==> src/rtl/wb_stage.sv <==
// Writeback stage: registers MEM/WB payload and drives the register file write port from it; outputs one cycle after capture.
// stall holds the WB register and suppresses write/retire; flush kills the incoming instruction.
module wb_stage #(
    parameter int RETIRE_W = 32
) (
    input  logic                clk,
    input  logic                rst,
    input  logic                in_valid,
    input  logic                stall,
    input  logic                flush,
    input  logic [4:0]          in_rd,
    input  logic                in_reg_write,
    input  logic [1:0]          in_wb_sel,
    input  logic [31:0]         in_alu_result,
    input  logic [31:0]         in_mem_rdata,
    input  logic [2:0]          in_load_funct3,
    input  logic [31:0]         in_pc_plus4,
    output logic [4:0]          write_reg,
    output logic signed [31:0]  write_data,
    output logic                write_en,
    output logic                wb_valid,
    output logic [RETIRE_W-1:0] retired_count
);

    typedef struct packed {
        logic        vld;
        logic [4:0]  rd;
        logic        reg_write;
        logic [1:0]  wb_sel;
        logic [31:0] alu;
        logic [31:0] rdata;
        logic [2:0]  funct3;
        logic [31:0] pc4;
    } wb_pl_t;

    wb_pl_t              pl_q, pl_d;
    logic [RETIRE_W-1:0] cnt_q, cnt_d;
    logic                retire;
    logic [1:0]          off;
    logic [7:0]          byte_sel;
    logic [15:0]         half_sel;
    logic [31:0]         load_val;
    logic [31:0]         result;

    always_comb begin
        pl_d = pl_q;
        if (!stall) begin
            if (flush) begin
                pl_d.vld = 1'b0;
            end else begin
                pl_d.vld       = in_valid;
                pl_d.rd        = in_rd;
                pl_d.reg_write = in_reg_write;
                pl_d.wb_sel    = in_wb_sel;
                pl_d.alu       = in_alu_result;
                pl_d.rdata     = in_mem_rdata;
                pl_d.funct3    = in_load_funct3;
                pl_d.pc4       = in_pc_plus4;
            end
        end
    end

    always_ff @(posedge clk or posedge rst) begin
        if (rst) begin
            pl_q <= '0;
        end else begin
            pl_q <= pl_d;
        end
    end

    assign retire = pl_q.vld & ~stall;
    assign cnt_d  = retire ? cnt_q + RETIRE_W'(1) : cnt_q;

    always_ff @(posedge clk or posedge rst) begin
        if (rst) begin
            cnt_q <= '0;
        end else begin
            cnt_q <= cnt_d;
        end
    end

    // Little-endian lane select; halfwords ignore off[0] (misaligned lh is not split).
    always_comb begin
        off      = pl_q.alu[1:0];
        byte_sel = pl_q.rdata[{off, 3'b000} +: 8];
        half_sel = off[1] ? pl_q.rdata[31:16] : pl_q.rdata[15:0];
        case (pl_q.funct3)
            3'b000:  load_val = {{24{byte_sel[7]}}, byte_sel};
            3'b100:  load_val = {24'd0, byte_sel};
            3'b001:  load_val = {{16{half_sel[15]}}, half_sel};
            3'b101:  load_val = {16'd0, half_sel};
            default: load_val = pl_q.rdata;
        endcase
    end

    always_comb begin
        case (pl_q.wb_sel)
            2'b01:   result = load_val;
            2'b10:   result = pl_q.pc4;
            default: result = pl_q.alu;
        endcase
    end

    assign write_data    = $signed(result);
    assign write_reg     = pl_q.rd;
    assign write_en      = retire & pl_q.reg_write & (pl_q.rd != 5'd0);
    assign wb_valid      = pl_q.vld;
    assign retired_count = cnt_q;

endmodule

==> config.mk <==
export PLATFORM = sky130hd
export DESIGN_NAME = wb_stage
export DESIGN_NICKNAME = d
export VERILOG_FILES = /design/src/rtl/wb_stage.sv
export SDC_FILE = /design/constraint.sdc
export NUM_CORES = 1
export LEC_CHECK = 0
export BUFFER_PORTS_ARGS = -buffer_cell sky130_fd_sc_hd__buf_2
export CORE_ASPECT_RATIO = 0.7
export CORE_UTILIZATION = 46
export DETAILED_ROUTE_END_ITERATION = 10
export HOLD_SLACK_MARGIN = 0.08
export PLACE_DENSITY = 0.71
export SLEW_MARGIN = 15
export SYNTH_ARGS = -nofsm -noshare
export SYNTH_HDL_FRONTEND = slang
export SYNTH_SLANG_ARGS = --single-unit
export TNS_END_PERCENT = 20
==> constraint.sdc <==
create_clock -name clk -period 6.5 [get_ports clk]
set_clock_uncertainty 0.15 [all_clocks]
set_input_delay 1.3 -clock clk [delete_from_list [all_inputs] [get_ports clk]]
set_output_delay 1.3 -clock clk [all_outputs]
set_load 0.005 [all_outputs]
==> results.toml <==
[status]
outcome = "finished clean"

[floorplan]
floorplan.die.width_um = 147.7
start_util_pct = 48.20
io_pins = 183
floorplan.rows = 36
floorplan.die_area_um2 = 15370
core_area_um2 = 14190
die-height_um = 104.0

[logic_synthesis]
syn-num-nets = 732
post_synth_inst_count = 617
synth-edff-count = 0
yosys.cell_count.top_type = "dfrtp_1"
yosysUniqueCellTypes = 50
synthesis.area_um2 = 6839
post_synth_most_frequent_cells = "140 x dfrtp_1, 87 x mux2_2, 54 x a21oi_1"
number_of_warnings_reported_in_the_yosys_synthesis_log = 0
yosysTopAreaCell = "dfrtp_1"
yosys.area.top_type_share_pct = 51.23
yosys-top-cells-area = "dfrtp_1 51%, mux2_2 14%, a21oi_1 4.0%"
ys_seq_area_share_pct = 51.23
postSynthAreaPerCell_um2 = 11.08
synth-seq-cells = 140
synth-main-ff-cell = "dfrtp_1"
synth_async_sr_flop_share_pct = 100.0

[layout]
syn_to_final_growth_pct = 23.64
post_route_cells_drive_above_1_share_pct = 39.92
largest_register_ff_count = 100
finish.net_count = 897

[sta]
setup_viol = 0
tightest_slew_ns = 1.042
final.setup.tns_ns = 0
finalCritPeriodShare_pct = 68.99
hold_viol = 0
clock.fmax_ghz = 0.2230
max_slew_margin_pct = 30.50
grt_setup_unrepaired = "no"
finalWorstPathRequiredPeriod_ns = 4.484
finalMaxSlewViolations = 0

[route]
drc_violation_count_after_routing = 0
via_count = 5379
detailed_route_wire_length_per_cell_um = 18.53
remaining_antenna_violation_count = 0
routed_wire_length_um = 18250
post_drt_via_cell_ratio = 5.461
first_pass_iters = 4
detailedRoute.firstIterationViolations = 299

[cts]
ctsHtreeMaxLevel = 4
insertion_delay_ns = 0.41
cts_sinks = 140
clk_transition_reported_paths_ns = 0.06
cts_setup_buffers = 0
clock_tree.root_cell = "clkbuf_16"
cts_made_buffers = 17
cts-hold-fix-buffers = 0
clock_tree.buffer_depth = 2
post_cts_resize_count = 0
tritoncts = "done"

[worst_hold_path]
timing.hold.worst_path_depth = 1
worst_hold_path_type = "register to register"

[place]
dpl.hpwl_um = 13280
portBuffers = 182
gp_congestion = 0.9110

[setup_path]
worst_ep_arrival_time_ns = 3.03
critPathCaptureType = "output pin"
crit_path_max_fanout = 18
r2r.worst_path.cells = 4
data_required_time_at_the_worst_endpoint_ns = 5.05
critical_path_class = "register to output pin"
worstSetupStartpointType = "register"

[global_route]
grt.overflow.total = 0
antenna_found_initial = 2
grt_start_max_net_pins = 82
track_usage_pct = 24.64
grt_pass1_wl_um = 28800
first_global_vias = 5328

[pwr]
power_density_nw_per_um2 = 310.8
comb_power_share_pct = 20.7
power.share.switching_pct = 28.22
p_clk_share_pct = 38.3
seq_power_share_pct = 41.1
power.switching_uw = 741.6
power.total_uw = 2628
power.leakage_uw = 0.003952
vdd_ir_drop_max_v = 0.0002208
intPower_uw = 1886

[run]
max-cap-violations = 0
## worst paths after layout
check                                   from                end  slack [ns]
setup / recovery                      off[1]     write_data[20]        2.02
hold / removal             retired_count[31]  retired_count[31]        0.33
setup reg to reg           retired_count[11]  retired_count[30]        4.55
hold reg to reg            retired_count[31]  retired_count[31]        0.33
max in group asynchronous                rst           pl_q[51]        4.00
min in group asynchronous                rst  retired_count[25]        0.84
## layout make-up
cell class	count	area, um2
Antenna cell	1	2.502
Sequential cell	140	3503
Inverter	26	102.6
Timing Repair Buffer	186	940.9
Tap cell	190	237.7
Clock inverter	6	107.6
Clock buffer	25	505.5
Multi-Input combinational cell	411	3055
Fill cell	1183	5733
## layer usage
metal  share of wire, %  track usage [%]  vias to the layer above
li1                   -                -                     2510
met1                 47            35.77                     2657
met2                 44            35.88                      179
met3                6.6            5.219                       31
met4                2.0            9.647                        2
met5              0.071                0                        -
## kinds of logic after synthesis
kind of cell	after synthesis	share of synthesized area, %
compound gates	133	11.80
xor+xnor	31	3.970
fa+ha+maj	3	0.5489
buf+inv	66	4.244
flops	140	51.23
mux	99	16.45
simple gates	145	11.76
## critical path, cell delays in order (launching register included)
cell     delay, ns
dfrtp_1       0.89
mux2i_4       0.41
mux2i_1       0.13
a21oi_2       0.80
o21ai_1       0.21
buf_2         0.18
## layout by cell type, fill, tap and decap left out, types with 8 or more instances in the layout
| cell | instances |
|---|---|
| dfrtp_1 | 140 |
| a21oi_1 | 54 |
| nor2b_1 | 14 |
| o21ai_1 | 11 |
| mux2_2 | 87 |
| nand2_1 | 49 |
| nand4_1 | 11 |
| nand3_1 | 10 |
| mux2i_1 | 10 |
| o21ai_0 | 24 |
| buf_2 | 182 |
| clkbuf_16 | 17 |
| a21o_1 | 11 |
| nor2_1 | 34 |
| o211ai_1 | 8 |
| xnor2_1 | 26 |
| inv_1 | 24 |
## per-stage QoR
step | hold slack, ns | worst slack (ns) | utilization, % | cells | instance area (um2)
2_1_floorplan | 0.3183 | 1.297 | - | 617 | 6839
4_1_cts | 0.3440 | 2.029 | 59.58 | 984 | 8453
6_report | 0.3310 | 2.016 | 59.59 | 985 | 8456
3_3_place_gp | 0.3089 | 2.579 | 55.26 | 953 | 7840
5_1_grt | 0.3614 | 1.848 | 59.58 | 984 | 8453
3_5_place_dp | 0.3311 | 2.487 | 55.26 | 953 | 7840
## power groups by stage
| stage | Sequential, uW | Combinational (uW) | Clock (uW) |
|---|---|---|---|
| 6_report | 1080 | 543 | 1010 |
| 3_5_place_dp | 1090 | 545 | 0 |
| 3_3_place_gp | 1080 | 528 | 0 |
| 4_1_cts | 1080 | 546 | 1020 |
| 5_1_grt | 1090 | 598 | 1060 |
| 2_1_floorplan | 1060 | 356 | 0 |
No activity file was read; power rests on OpenSTA's default activity.
